$ cat src/rtl/in_synch_line_padder.sv
//==============================================================================
// Module   : in_synch_line_padder
// Purpose  : Pads or truncates AXI4-Stream video lines to LINE_WIDTH beats and
//            injects FLUSH_CYCLES padding beats after each line.
// Options  : IN_SYNCH_LINE_PADDER_STATUS_EN adds short/long/frame counters.
// Revision : 1.0 - initial release
//==============================================================================
`default_nettype none

module in_synch_line_padder #(
  parameter int                          AXIS_TDATA_WIDTH = 32,
  parameter int                          LINE_WIDTH       = 640,
  parameter int                          FLUSH_CYCLES     = 10,
  parameter logic [AXIS_TDATA_WIDTH-1:0] PAD_VALUE        = '0
) (
  input  logic                        aclk,
  input  logic                        aresetn,
  output logic                        s_axis_tready,
  input  logic [AXIS_TDATA_WIDTH-1:0] s_axis_tdata,
  input  logic                        s_axis_tvalid,
  input  logic                        s_axis_tlast,
  input  logic                        s_axis_tuser,
  output logic                        m_axis_tvalid,
  output logic [AXIS_TDATA_WIDTH-1:0] m_axis_tdata,
  input  logic                        m_axis_tready,
  output logic                        m_axis_tlast,
  output logic                        m_axis_tuser,
  output logic                        m_axis_tpad
`ifdef IN_SYNCH_LINE_PADDER_STATUS_EN
  ,
  output logic [15:0]                 short_line_cnt,
  output logic [15:0]                 long_line_cnt,
  output logic [15:0]                 frame_cnt
`endif
);

  localparam int              c_CW       = (LINE_WIDTH > 1) ? $clog2(LINE_WIDTH) : 1;
  localparam int              c_FW       = (FLUSH_CYCLES > 1) ? $clog2(FLUSH_CYCLES) : 1;
  localparam logic [c_CW-1:0] c_COL_LAST = c_CW'(LINE_WIDTH - 1);
  localparam logic [c_FW-1:0] c_FL_LAST  = c_FW'((FLUSH_CYCLES > 0) ? FLUSH_CYCLES - 1 : 0);

  localparam logic [2:0] c_S_WAIT_SOF = 3'd0;
  localparam logic [2:0] c_S_PASS     = 3'd1;
  localparam logic [2:0] c_S_PAD_LINE = 3'd2;
  localparam logic [2:0] c_S_DISCARD  = 3'd3;
  localparam logic [2:0] c_S_FLUSH    = 3'd4;

  localparam logic [2:0] c_S_AFTER_LINE = (FLUSH_CYCLES > 0) ? c_S_FLUSH : c_S_PASS;

  logic [2:0]                  r_state;
  logic [2:0]                  w_nxt_state;
  logic [c_CW-1:0]             r_col;
  logic [c_CW-1:0]             w_col_nxt;
  logic [c_FW-1:0]             r_fcnt;
  logic [c_FW-1:0]             w_fcnt_nxt;
  logic                        r_resync;
  logic                        w_resync_nxt;

  logic                        r_tvalid;
  logic [AXIS_TDATA_WIDTH-1:0] r_tdata;
  logic                        r_tlast;
  logic                        r_tuser;
  logic                        r_tpad;
  logic                        w_tvalid;
  logic [AXIS_TDATA_WIDTH-1:0] w_tdata;
  logic                        w_tlast;
  logic                        w_tuser;
  logic                        w_tpad;

  logic                        w_adv;
  logic                        w_in_hs;
  logic                        w_col_last;
  logic                        w_fl_last;
  logic                        w_discard_resync;

  assign w_adv            = m_axis_tready | ~r_tvalid;
  assign w_in_hs          = s_axis_tvalid & s_axis_tready;
  assign w_col_last       = (r_col == c_COL_LAST);
  assign w_fl_last        = (r_fcnt == c_FL_LAST);
  assign w_discard_resync = r_resync | s_axis_tuser;

  // Ready tracks the output slot in WAIT_SOF too, so an SOF accepted while the
  // last flush beat is still stalled can never be lost.
  always_comb begin
    s_axis_tready = 1'b0;
    case (r_state)
      c_S_WAIT_SOF: s_axis_tready = w_adv;
      c_S_PASS:     s_axis_tready = w_adv;
      c_S_DISCARD:  s_axis_tready = 1'b1;
      default:      s_axis_tready = 1'b0;
    endcase
  end

  always_ff @(posedge aclk or negedge aresetn) begin
    if (!aresetn) begin
      r_state <= c_S_WAIT_SOF;
    end else begin
      r_state <= w_nxt_state;
    end
  end

  always_comb begin
    w_nxt_state = r_state;
    case (r_state)
      c_S_WAIT_SOF: begin
        if (w_in_hs && s_axis_tuser) begin
          w_nxt_state = s_axis_tlast ? c_S_PAD_LINE : c_S_PASS;
        end
      end
      c_S_PASS: begin
        if (w_in_hs) begin
          if (w_col_last) begin
            w_nxt_state = s_axis_tlast ? c_S_AFTER_LINE : c_S_DISCARD;
          end else if (s_axis_tlast) begin
            w_nxt_state = c_S_PAD_LINE;
          end
        end
      end
      c_S_PAD_LINE: begin
        if (w_adv && w_col_last) begin
          w_nxt_state = c_S_AFTER_LINE;
        end
      end
      c_S_DISCARD: begin
        if (w_in_hs && s_axis_tlast) begin
          if (FLUSH_CYCLES > 0) begin
            w_nxt_state = c_S_FLUSH;
          end else begin
            w_nxt_state = w_discard_resync ? c_S_WAIT_SOF : c_S_PASS;
          end
        end
      end
      c_S_FLUSH: begin
        if (w_adv && w_fl_last) begin
          w_nxt_state = r_resync ? c_S_WAIT_SOF : c_S_PASS;
        end
      end
      default: w_nxt_state = c_S_WAIT_SOF;
    endcase
  end

  always_comb begin
    w_tvalid     = 1'b0;
    w_tdata      = PAD_VALUE;
    w_tlast      = 1'b0;
    w_tuser      = 1'b0;
    w_tpad       = 1'b0;
    w_col_nxt    = r_col;
    w_fcnt_nxt   = r_fcnt;
    w_resync_nxt = r_resync;
    case (r_state)
      c_S_WAIT_SOF: begin
        if (w_in_hs && s_axis_tuser) begin
          w_tvalid  = 1'b1;
          w_tdata   = s_axis_tdata;
          w_tuser   = 1'b1;
          w_col_nxt = c_CW'(1);
        end
      end
      c_S_PASS: begin
        if (w_in_hs) begin
          w_tvalid = 1'b1;
          w_tdata  = s_axis_tdata;
          w_tuser  = s_axis_tuser;
          if (w_col_last) begin
            w_tlast   = 1'b1;
            w_col_nxt = '0;
          end else begin
            w_col_nxt = r_col + c_CW'(1);
          end
        end
      end
      c_S_PAD_LINE: begin
        if (w_adv) begin
          w_tvalid = 1'b1;
          w_tpad   = 1'b1;
          if (w_col_last) begin
            w_tlast   = 1'b1;
            w_col_nxt = '0;
          end else begin
            w_col_nxt = r_col + c_CW'(1);
          end
        end
      end
      c_S_DISCARD: begin
        // An SOF swallowed here costs the following frame; remember it so we
        // fall back to hunting for the next SOF once this line is drained.
        if (w_in_hs) begin
          if (s_axis_tlast) begin
            w_resync_nxt = (FLUSH_CYCLES > 0) ? w_discard_resync : 1'b0;
          end else if (s_axis_tuser) begin
            w_resync_nxt = 1'b1;
          end
        end
      end
      c_S_FLUSH: begin
        if (w_adv) begin
          w_tvalid = 1'b1;
          w_tpad   = 1'b1;
          if (w_fl_last) begin
            w_fcnt_nxt   = '0;
            w_resync_nxt = 1'b0;
          end else begin
            w_fcnt_nxt = r_fcnt + c_FW'(1);
          end
        end
      end
      default: begin
        w_col_nxt    = '0;
        w_fcnt_nxt   = '0;
        w_resync_nxt = 1'b0;
      end
    endcase
  end

  always_ff @(posedge aclk or negedge aresetn) begin
    if (!aresetn) begin
      r_col    <= '0;
      r_fcnt   <= '0;
      r_resync <= 1'b0;
    end else begin
      r_col    <= w_col_nxt;
      r_fcnt   <= w_fcnt_nxt;
      r_resync <= w_resync_nxt;
    end
  end

  always_ff @(posedge aclk or negedge aresetn) begin
    if (!aresetn) begin
      r_tvalid <= 1'b0;
      r_tdata  <= '0;
      r_tlast  <= 1'b0;
      r_tuser  <= 1'b0;
      r_tpad   <= 1'b0;
    end else if (w_adv) begin
      r_tvalid <= w_tvalid;
      r_tdata  <= w_tdata;
      r_tlast  <= w_tlast;
      r_tuser  <= w_tuser;
      r_tpad   <= w_tpad;
    end
  end

  assign m_axis_tvalid = r_tvalid;
  assign m_axis_tdata  = r_tdata;
  assign m_axis_tlast  = r_tlast;
  assign m_axis_tuser  = r_tuser;
  assign m_axis_tpad   = r_tpad;

`ifdef IN_SYNCH_LINE_PADDER_STATUS_EN
  logic        w_short_ev;
  logic        w_long_ev;
  logic        w_frame_ev;
  logic [15:0] r_short_cnt;
  logic [15:0] r_long_cnt;
  logic [15:0] r_frame_cnt;

  assign w_short_ev = (r_state == c_S_PASS) && (w_nxt_state == c_S_PAD_LINE);
  assign w_long_ev  = (r_state == c_S_PASS) && (w_nxt_state == c_S_DISCARD);
  assign w_frame_ev = w_adv && w_tvalid && w_tuser;

  always_ff @(posedge aclk or negedge aresetn) begin
    if (!aresetn) begin
      r_short_cnt <= '0;
      r_long_cnt  <= '0;
      r_frame_cnt <= '0;
    end else begin
      if (w_short_ev && (r_short_cnt != 16'hFFFF)) r_short_cnt <= r_short_cnt + 16'd1;
      if (w_long_ev && (r_long_cnt != 16'hFFFF))   r_long_cnt  <= r_long_cnt + 16'd1;
      if (w_frame_ev && (r_frame_cnt != 16'hFFFF)) r_frame_cnt <= r_frame_cnt + 16'd1;
    end
  end

  assign short_line_cnt = r_short_cnt;
  assign long_line_cnt  = r_long_cnt;
  assign frame_cnt      = r_frame_cnt;
`endif

endmodule

`default_nettype wire
$ cat config.mk
export PLATFORM = sky130hd
export DESIGN_NAME = in_synch_line_padder
export DESIGN_NICKNAME = d
export VERILOG_FILES = /design/src/rtl/in_synch_line_padder.sv
export SDC_FILE = /design/constraint.sdc
export NUM_CORES = 1
export LEC_CHECK = 0
export ABC_AREA = 0
export CAP_MARGIN = 5
export CORE_ASPECT_RATIO = 0.7
export CORE_MARGIN = 1.5
export CORE_UTILIZATION = 47
export CTS_CLUSTER_DIAMETER = 40
export DETAILED_ROUTE_END_ITERATION = 7
export HOLD_SLACK_MARGIN = 0.03
export MAX_ROUTING_LAYER = met4
export PLACE_DENSITY = 0.8
export SYNTH_ARGS = -nofsm -noshare
export SYNTH_HDL_FRONTEND = slang
export SYNTH_SLANG_ARGS = --single-unit
$ cat constraint.sdc
create_clock -name aclk -period 2.8 [get_ports aclk]
set_input_delay 0.56 -clock aclk [delete_from_list [all_inputs] [get_ports aclk]]
set_output_delay 0.56 -clock aclk [all_outputs]
set_load 0.005 [all_outputs]
==> summary.md <==
| Metric | Value |
|---|---|
| First-pass GRT wire length | 9.929 mm |
| Core Util, Final | 69.90% |
| Reg2Reg Depth | 5 |
| I/O Pins | 75 |
| Total CTS buffers | 5 |
| Final setup vio count | 0 |
| Postcts setup bufs | 0 |
| Die X | 89.67 um |
| Worst-path clk slew | 100 ps |
| Post-DP HPWL | 4.581 mm |
| Number of global-route vias before repair | 1960 |
| Crit-path max FO | 16 |
| Outcome | complete, no violations |
| Wirelength, routed | 6.277 mm |
| Nets | 340 |
| Reg-to-Reg Start | r_state[2] |
| Via density | 5.705 |
| Initial antenna violation count | 0 |
| CP arrival | 1960 ps |
| Transition time of the tightest slew-check pin | 1112 ps |
| Grt ovf | 0 |
| Crit start category | flop |
| Crit path cell chain | nand2_1 > o21a_1 > nor2_1 > clkdlybuf4s50_1 |
| Worst R2R Setup Slack | 430 ps |
| Total of max-cap violations | 0 |
| Layout area overhead | 38.99% |
| Fill count | 372 |
| Initial DRC count | 127 |
| Skew final | 4.870 ps |
| DRT Pass-1 Iters | 4 |
| Largest net degree at the start of global routing | 40 |
| Htree depth | 2 |
| Fmax | 0.3966 GHz |
| CTS resizes | 0 |
| Seq cells post-synth | 54 |
| Overall power | 2742 uW |
| Chip height | 63.67 um |
| Syn Inst Count | 224 |
| Hold buffer count at cts | 0 |
| Required time of the worst setup path | 2240 ps |
| Die area | 5709 um^2 |
| Placed cells | 361 |
| Worst skew pair latency | 310 ps |
| Gpl congestion | 0.9799 |
| # rows | 21 |
| Root buffer cell | clkbuf_8 |
| Proportion of layout cells with a drive suffix above 1 | 8.667% |
| Register area share after synthesis | 54.68% |
| Setup TNS | 0 ps |
| Core Area | 4913 um^2 |
| Synth Cell Area | 2471 um^2 |
| Max Buffers Root-to-Sink | 2 |
| Ys Warns | 0 |
| Synth unique cells | 44 |
| Worst IR Drop VDD | 416.6 uV |
| Initial Utilization | 50.29% |
| Slowest CP cell | dfrtp_1 |
| Unrepaired setup endpoints after global routing | no |
| Avg WL per Cell | 17.01 um |
| Syn nets | 265 |
| Mapped Avg Cell Area | 11.03 um^2 |
| Slew margin rel. | 25.09% |
| CTS tree | built |
| Worst hold path class | in2async |
| Clk sinks | 54 |
| Pwr Density | 798.4 nW/um^2 |
| ANT cells | 0 |
| Vias post-DR | 2105 |
| Critical path buffer and inverter count | 1 |
| I/O Buffers | 74 |
| Final worst-path cycle share | 90.04% |
| Crit path kind | reg2out |
| Slowest stage delay, CP | 670 ps |
| Final min period | 2521 ps |
| Hold Fails Final Rpt | 0 |
| Max-slew violations | 0 |
| Area of the multi-input gates | 1052 um^2 |
| Crit. End Element | output pin |
| Reg2reg end | r_col[3] |
| Drt drc | 0 |
| Routed Antenna Nets | 0 |
| Gr usage total | 23.90% |
| Area taken by flip-flops and latches | 1351 um^2 |
| Leak | 0.001489 uW |
| Final cell count without fillers | 369 |
| CP delay by family, top | flip-flops |
## area by class of cell
class	count	area share, %
flip-flops and latches	54	39.34
clock buffers	5	2.004
well taps	69	2.514
clock inverters	3	1.421
inverters	5	0.5464
repair buffers	82	23.53
multi-input cells	151	30.64
## metal layers
layer	vias to the layer above	part of all wire [%]	GRT usage [%]
met4	0	1.4	7.885
met1	1005	47	33.93
met5	-	0	-
li1	1005	-	-
met2	86	44	33.77
met3	9	8.4	5.505
## Yosys cell counts
cell | number | area share [%]
a31oi_1 | 2 | 0.51
clkbuf_1 | 13 | 2.0
a21o_1 | 3 | 0.91
inv_1 | 5 | 0.76
o21ai_1 | 3 | 0.61
nor2_1 | 10 | 1.5
o41ai_1 | 1 | 0.35
or3_1 | 2 | 0.51
o31ai_1 | 6 | 1.8
o22a_1 | 1 | 0.35
o21a_1 | 2 | 0.61
nand2_1 | 16 | 2.4
o2111ai_1 | 1 | 0.35
o221ai_1 | 1 | 0.35
nand3_2 | 2 | 0.81
and2_1 | 1 | 0.25
mux2_4 | 1 | 0.61
nor3_1 | 2 | 0.41
o22ai_1 | 1 | 0.25
o2111a_1 | 1 | 0.46
a41oi_1 | 1 | 0.35
xnor2_1 | 1 | 0.35
nor4_4 | 1 | 0.86
o2111ai_2 | 1 | 0.61
o211ai_1 | 2 | 0.61
o311ai_2 | 1 | 0.66
a32oi_1 | 1 | 0.35
and4_1 | 1 | 0.35
and3_1 | 4 | 1.0
nand2b_1 | 8 | 2.0
nor4_1 | 1 | 0.25
a211o_1 | 3 | 1.1
or3_4 | 1 | 0.46
or4_1 | 1 | 0.30
nand3_1 | 5 | 1.0
o21ai_0 | 16 | 3.2
buf_2 | 1 | 0.20
a21oi_1 | 5 | 1.0
nor2b_1 | 3 | 0.76
nand4_1 | 2 | 0.51
a22o_1 | 32 | 11
ha_1 | 3 | 1.5
a211oi_1 | 2 | 0.61
dfrtp_1 | 54 | 55
## where the power goes
group,switching (uW),internal [uW]
registers,168,937
logic,514,577
clock network,273,273
total,956,1790
## worst reg2reg max path, cell delays in order (launching register included)
cell     delay [ps]
dfrtp_1         740
nor2b_1         100
o22a_1          220
o21ai_0         870
o21ai_0         240
o31ai_1         110
## flip-flops by register name (all words and copies together), names as in the netlist
register and flops:
m_axis_tdata 32, r_col 10, r_fcnt 4, r_state 3, m_axis_tlast 1, m_axis_tpad 1
m_axis_tuser 1, m_axis_tvalid 1, r_resync 1
## cell usage in the layout, fill, tap and decap left out, types with 3 or more instances in the layout
cell type and count:
a22o_1 32, ha_1 3, and3_1 4, nand2_1 16, o31ai_1 6, buf_4 7
o21ai_1 3, dfrtp_1 54, inv_1 5, clkbuf_8 5, a211o_1 3, o21ai_0 16
a21oi_1 5, a21o_1 3, nand2b_1 8, nand3_1 5, clkdlybuf4s50_1 73, nor2_1 9
## cell families (layout without fill, tap and decap cells)
kind of cell / count (synthesis) / count (layout) / share of synthesized area (%)
XOR/XNOR: 1 / 1 / 0.3545
buffers and inverters: 19 / 95 / 2.937
AO/OA/AOI/OAI: 86 / 86 / 26.43
AND/OR/NAND/NOR: 60 / 60 / 13.47
multiplexers: 1 / 1 / 0.6074
flip-flops: 54 / 54 / 54.68
adder cells (fa/ha/maj): 3 / 3 / 1.519
## through the flow
step | hold WS, ps | worst slack, ps | area, um^2
2_1_floorplan | 264.4 | 767.1 | 2471
3_3_place_gp | 448.8 | 156.0 | 3317
3_5_place_dp | 458.7 | 121.3 | 3317
4_1_cts | 248.6 | 275.9 | 3435
5_1_grt | 274.3 | 169.0 | 3435
6_report | 242.3 | 278.8 | 3435
## how the worst max path moves through the flow
stage	start	endpoint	slack, ps	cells past startpoint
6_report	r_state[1]	s_axis_tready	280	4
3_3_place_gp	s_axis_tuser	r_col[8]	160	6
2_1_floorplan	r_col[0]	r_state[1]	770	6
5_1_grt	r_state[1]	s_axis_tready	170	4
3_5_place_dp	s_axis_tvalid	r_col[3]	120	5
4_1_cts	r_state[1]	s_axis_tready	280	4
Power figures use the tool's default switching activity.
==> RTL edit 1: new RTL, same settings <==
Change the parameter `LINE_WIDTH` from 640 to 320.
--- a/src/rtl/in_synch_line_padder.sv
+++ b/src/rtl/in_synch_line_padder.sv
@@ -11,3 +11,3 @@
   parameter int                          AXIS_TDATA_WIDTH = 32,
-  parameter int                          LINE_WIDTH       = 640,
+  parameter int                          LINE_WIDTH       = 320,
   parameter int                          FLUSH_CYCLES     = 10,
Function: no difference found for any inputs over 10 cycles, from zero or initial values and one cycle with aresetn low; that may be too few to reach the edited logic, so the function may still have changed.
==> RTL edit 1 against the original RTL <==
Power decreased by 2.5%; synthesized cell count decreased by 2.2%; sequential share of layout area increased by 0.55 points; final area decreased by 3.2%; worst setup slack got worse by 0.044 ns; count of clock-buffer cells in the layout unchanged; combinational power increased by 6%; sequential cell count decreased by 1; critical path depth unchanged; wire length decreased by 9.5%; synthesized area decreased by 3.2%; critical endpoint unchanged; global-route usage decreased by 0.59 points.
==> RTL edit 1: results (changes against the original RTL) <==
stage;metric;value;unit;change
route;top_layer;met4;;
setup_path;reg2reg_to;r_state[1];;
setup_path;r2r-start;r_col[0];;
cts;clock_latency;0.30;ns;
placement;place.gp.congestion;0.8773;;-10%
route;wl_per_cell;15.51;um;-8.8%
setup_path;cp_max_fo;3;;-13
logic_synthesis;async_flop_share;1.000;;unchanged
timing;worst_pin_slew;0.6446;ns;-0.4674 ns
logic_synthesis;synth_fa_ha_area_frac;0.01569;;+0.0005005
grt;grt_max_degree;39;;-2.5%
logic_synthesis;synthTopCellsByArea;dfrtp_1, a22o_1, o21ai_0;;
finish;nets;337;;-0.88%
cts;cts_resized;0;;unchanged
setup_path;reg2reg_slack;0.82;ns;+0.39 ns
cts;clk_path_buf_depth;2;;unchanged
route;wirelength_met1;2620;um;-10%
finish;drive_gt1_frac;0.07407;;-0.01259
power;ir_drop;0.3426;mV;-18%
logic_synthesis;synth_compound_area_frac;0.2416;;-0.02267
logic_synthesis;ys_warn_count;0;;unchanged
flow_run;drv_cap;0;;unchanged
grt;grt_pass1_vias;2055;;+4.8%
route;wl_met2;2601;um;-5.0%
logic_synthesis;synth-main-ff-cell;dfrtp_1;;
setup_path;reg2regPathDepth;6;;+1
logic_synthesis;synthCells;219;;-2.2%
logic_synthesis;synthXorXnorAreaFrac;0.007322;;+0.003778
power;power.leakage;1.471;nW;-1.2%
cts;htreeDepth;2;;unchanged
cts;clk_pin_slew;0.10;ns;about the same
cts;post-cts-setup-buffers;0;;unchanged
logic_synthesis;synthMuxAreaShare;0.004707;;-0.001369
cts;cts_buffers;5;;unchanged
timing;whs;0.2714;ns;+0.02908 ns
route;drtPass1Iterations;4;;unchanged
finish;fin_cells;366;;-0.81%
route;wl_met3;348;um;-34%
cts;cts_root_buf;clkbuf_8;;
worst_hold_path;hold_class;in2async;;
run_status;status;completed;;
finish;largest_reg_flops;32;;unchanged
placement;dp_hpwl;4041;um;-12%
logic_synthesis;synth_commonest_cells;dfrtp_1, a22o_1, nand2_1;;
setup_path;cp_data_arrival_time;2.01;ns;+0.05 ns
logic_synthesis;synth.distinct_cells;44;;unchanged
logic_synthesis;synth_seq_area_share;0.5544;;+0.007558
timing;skew;0.004186;ns;-0.0006844 ns
route;drt_iter0_drc;140;;+10%
placement;place_area;3234;um2;-2.5%
placement;io_buffers;74;;unchanged
logic_synthesis;synth_fp_nets;260;;-1.9%
route;vias_per_cell;5.637;;-1.2%
grt;grt_use_total;0.2331;;-0.005885
placement;dpl.cell_count;358;;-0.83%
finish;n_antenna_cell;0;;unchanged
placement;place_ws;0.2375;ns;+0.1163 ns
grt;grt_first_pass_wirelength;9825;um;-1.0%
RTL edit 1: changes by cell type after synthesis, sizes merged, moves of 3 or more:
cell / delta
or2: +3
nand3: -3
nor3b: +3
nand2: +4
clkbuf: -11
a211o: -3
buf: +8
nand2b: -3
RTL edit 1: kinds of logic (layout without fill, tap and decap cells):
logic type | count (synthesis) | after routing
buf+inv | 15 | 93
simple gates | 65 | 65
xor+xnor | 2 | 2
compound gates | 80 | 80
flops | 53 | 53
mux | 1 | 1
fa+ha+maj | 3 | 3
RTL edit 1: layout make-up:
type | count | area (um2)
flip-flops and latches | 53 | 1326
clock inverters | 3 | 21.27
multi-input cells | 151 | 1006
fillers | 402 | 1510
inverters | 4 | 15.01
well taps | 69 | 86.33
clock buffers | 5 | 68.82
repair buffers | 81 | 800.8
RTL edit 1: how the worst max path moves through the flow:
stage,endpoint,slack (ns),cells past startpoint,start
after global placement,s_axis_tready,0.24,4,m_axis_tready
after global routing,s_axis_tready,0.18,4,m_axis_tready
after CTS,s_axis_tready,0.23,4,m_axis_tready
after floorplan,r_state[1],0.99,6,r_col[0]
after detailed placement,s_axis_tready,0.24,4,m_axis_tready
final,s_axis_tready,0.23,4,m_axis_tready
RTL edit 1: where the power goes:
group,switching (mW),internal [mW]
clock,0.255,0.178
sequential,0.148,0.938
combinational,0.554,0.600
RTL edit 1: layer usage:
| metal | up-vias | track usage |
|---|---|---|
| li1 | 970 | - |
| met5 | - | - |
| met4 | 0 | 0.07031 |
| met1 | 1007 | 0.3174 |
| met2 | 76 | 0.3521 |
| met3 | 10 | 0.05020 |
RTL edit 1: critical path: stages:
cell and delay [ns]:
clkdlybuf4s50_1 0.44, or3b_1 0.38, and3_1 0.18, clkdlybuf4s50_1 0.44
==> RTL edit 2: new RTL, same flow settings <==
Without the edit above. Compare `r_fcnt` against `c_FL_LAST` with >= in place of ==.
--- a/src/rtl/in_synch_line_padder.sv
+++ b/src/rtl/in_synch_line_padder.sv
@@ -78,3 +78,3 @@
   assign w_col_last       = (r_col == c_COL_LAST);
-  assign w_fl_last        = (r_fcnt == c_FL_LAST);
+  assign w_fl_last        = (r_fcnt >= c_FL_LAST);
   assign w_discard_resync = r_resync | s_axis_tuser;
Check against the original RTL: no difference found for any inputs over 10 cycles, from zero or initial values and one cycle with aresetn low; that may be too few to reach the edited logic, so the function may still have changed.
==> RTL edit 2 against the original RTL <==
Synthesized cell count increased by 1.3%; maximum frequency increased by 4.3%; wire length decreased by 1.5%; sequential share of layout area increased by 0.16 points; sequential cell count unchanged; worst setup slack improved by 0.11 ns; final area decreased by 0.40%; synthesized area increased by 0.86%; clock skew increased by 0.0047 ns; first-iteration DRC count increased by 87%; critical endpoint unchanged.
Power is not compared: it rests on default switching activity, and its combinational part moved more than twofold at a synthesized area within 25%.
==> RTL edit 2: results (changes against the original RTL) <==
stage;metric;value;unit;change
run_status;status;completed;;
grt;grt_first_pass_wirelength;10710;um;+7.8%
power;swShare;0.2445;;
route;via_count;2102;;-0.14%
worst_hold_path;hold_class;in2async;;
cts;clk_path_buf_depth;2;;unchanged
placement;dp_hpwl;4334;um;-5.4%
setup_path;cp_data_arrival_time;1.86;ns;-0.10 ns
cts;cts_root_buf;clkbuf_8;;
grt;antenna_found_initial;0;;unchanged
finish;n_antenna_cell;0;;unchanged
grt;grt_use_total;0.2402;;+0.001148
timing;relSlewSlack;0.5389;;+0.2881
logic_synthesis;synth_commonest_cells;dfrtp_1, a22o_1, nand2_1;;
logic_synthesis;synthTopCellsByArea;dfrtp_1, a22o_1, nand2_1;;
finish;nets;341;;+0.29%
route;drt_iter0_drc;237;;+87%
logic_synthesis;async_flop_share;1.000;;unchanged
setup_path;critPathMaxStageDelay;0.52;ns;-0.15 ns
finish;largest_reg_flops;32;;unchanged
placement;io_buffers;74;;unchanged
cts;cts_buffers;5;;unchanged
logic_synthesis;synth.distinct_cells;46;;+4.5%
setup_path;cpMaxStageDelayCell;clkdlybuf4s50_1;;
setup_path;cp_max_fo;3;;-13
cts;clk_pin_slew;0.09;ns;
power;power.leakage;1.459;nW;
logic_synthesis;synth-main-ff-cell;dfrtp_1;;
cts;post-cts-setup-buffers;0;;unchanged
timing;skew;0.009589;ns;+0.004718 ns
grt;grt_max_degree;39;;-2.5%
cts;clock_latency;0.31;ns;about the same
placement;place.gp.congestion;0.9071;;-7.4%
route;drtPass1Iterations;4;;unchanged
logic_synthesis;ys_warn_count;0;;unchanged
logic_synthesis;synth_fp_nets;269;;+1.5%
logic_synthesis;synth_seq_area_share;0.5422;;-0.004667
setup_path;reg2reg_slack;0.65;ns;+0.22 ns
route;totalWireLength;6182;um;-1.5%
timing;hold_viol;0;;unchanged
cts;htreeDepth;2;;unchanged
finish;drive_gt1_frac;0.07667;;-0.01000
setup_path;cp_top_family;buffers and inverters;;
power;ir_drop;0.2610;mV;
cts;cts_resized;0;;unchanged
flow_run;drv_cap;0;;unchanged
## RTL edit 2: cell count changes after synthesis, moves of 4 or more
cell | before | now
clkbuf_1 | 13 | 6
o21ai_1 | 3 | 12
nor3b_1 | 0 | 4
buf_2 | 1 | 7
nor3_1 | 2 | 8
o21ai_0 | 16 | 3
## RTL edit 2: layer usage
| metal | GRT usage | vias to the layer above | routed length, um |
|---|---|---|---|
| li1 | - | 992 | - |
| met1 | 0.3413 | 1018 | 2878 |
| met2 | 0.3523 | 88 | 2817 |
| met3 | 0.05119 | 4 | 444 |
| met4 | 0.06151 | 0 | 43 |
| met5 | - | - | 0 |
## RTL edit 2: path summary, 6_finish.rpt
path	startpoint	end	cells after the start
max	m_axis_tready	s_axis_tready	4
min	aresetn	r_fcnt[3]	1
max reg2reg	r_col[0]	r_state[2]	6
min reg2reg	m_axis_tuser	m_axis_tuser	2
max in group asynchronous	aresetn	m_axis_tlast	2
min in group aclk	m_axis_tuser	m_axis_tuser	2
## RTL edit 2: cells by family (layout without fill, tap and decap cells)
group | after synthesis | after routing | synth area share
flip-flops | 54 | 54 | 0.5422
AO/OA/AOI/OAI | 81 | 81 | 0.2485
buffers and inverters | 20 | 93 | 0.03514
adder cells (fa/ha/maj) | 4 | 4 | 0.02008
AND/OR/NAND/NOR | 68 | 68 | 0.1541
## RTL edit 2: layout make-up
cell class / instances / area (um2)
fillers: 378 / 1519
repair buffers: 79 / 785.8
inverters: 6 / 22.52
clock buffers: 6 / 72.57
clock inverters: 2 / 37.54
flip-flops and latches: 54 / 1351
multi-input cells: 153 / 1065
well taps: 69 / 86.33
## RTL edit 2: stage by stage
step	hold WS (ns)	power (mW)	setup WS, ns	instance area [um2]	instances
2_1_floorplan	0.2644	0.9342	0.9848	2492	227
3_3_place_gp	0.3986	1.029	0.3866	3311	361
3_5_place_dp	0.3982	1.034	0.3842	3311	361
4_1_cts	0.06613	1.551	0.3778	3421	369
5_1_grt	0.06121	1.617	0.2476	3421	369
6_report	0.06725	1.546	0.3838	3421	369
## RTL edit 2: power groups by stage
stage	Combinational (mW)	Sequential [mW]	Clock (mW)
final	0.171	0.854	0.522
after global routing	0.192	0.860	0.566
after CTS	0.171	0.852	0.528
after detailed placement	0.170	0.864	0
after global placement	0.165	0.864	0
after floorplan	0.0788	0.855	0
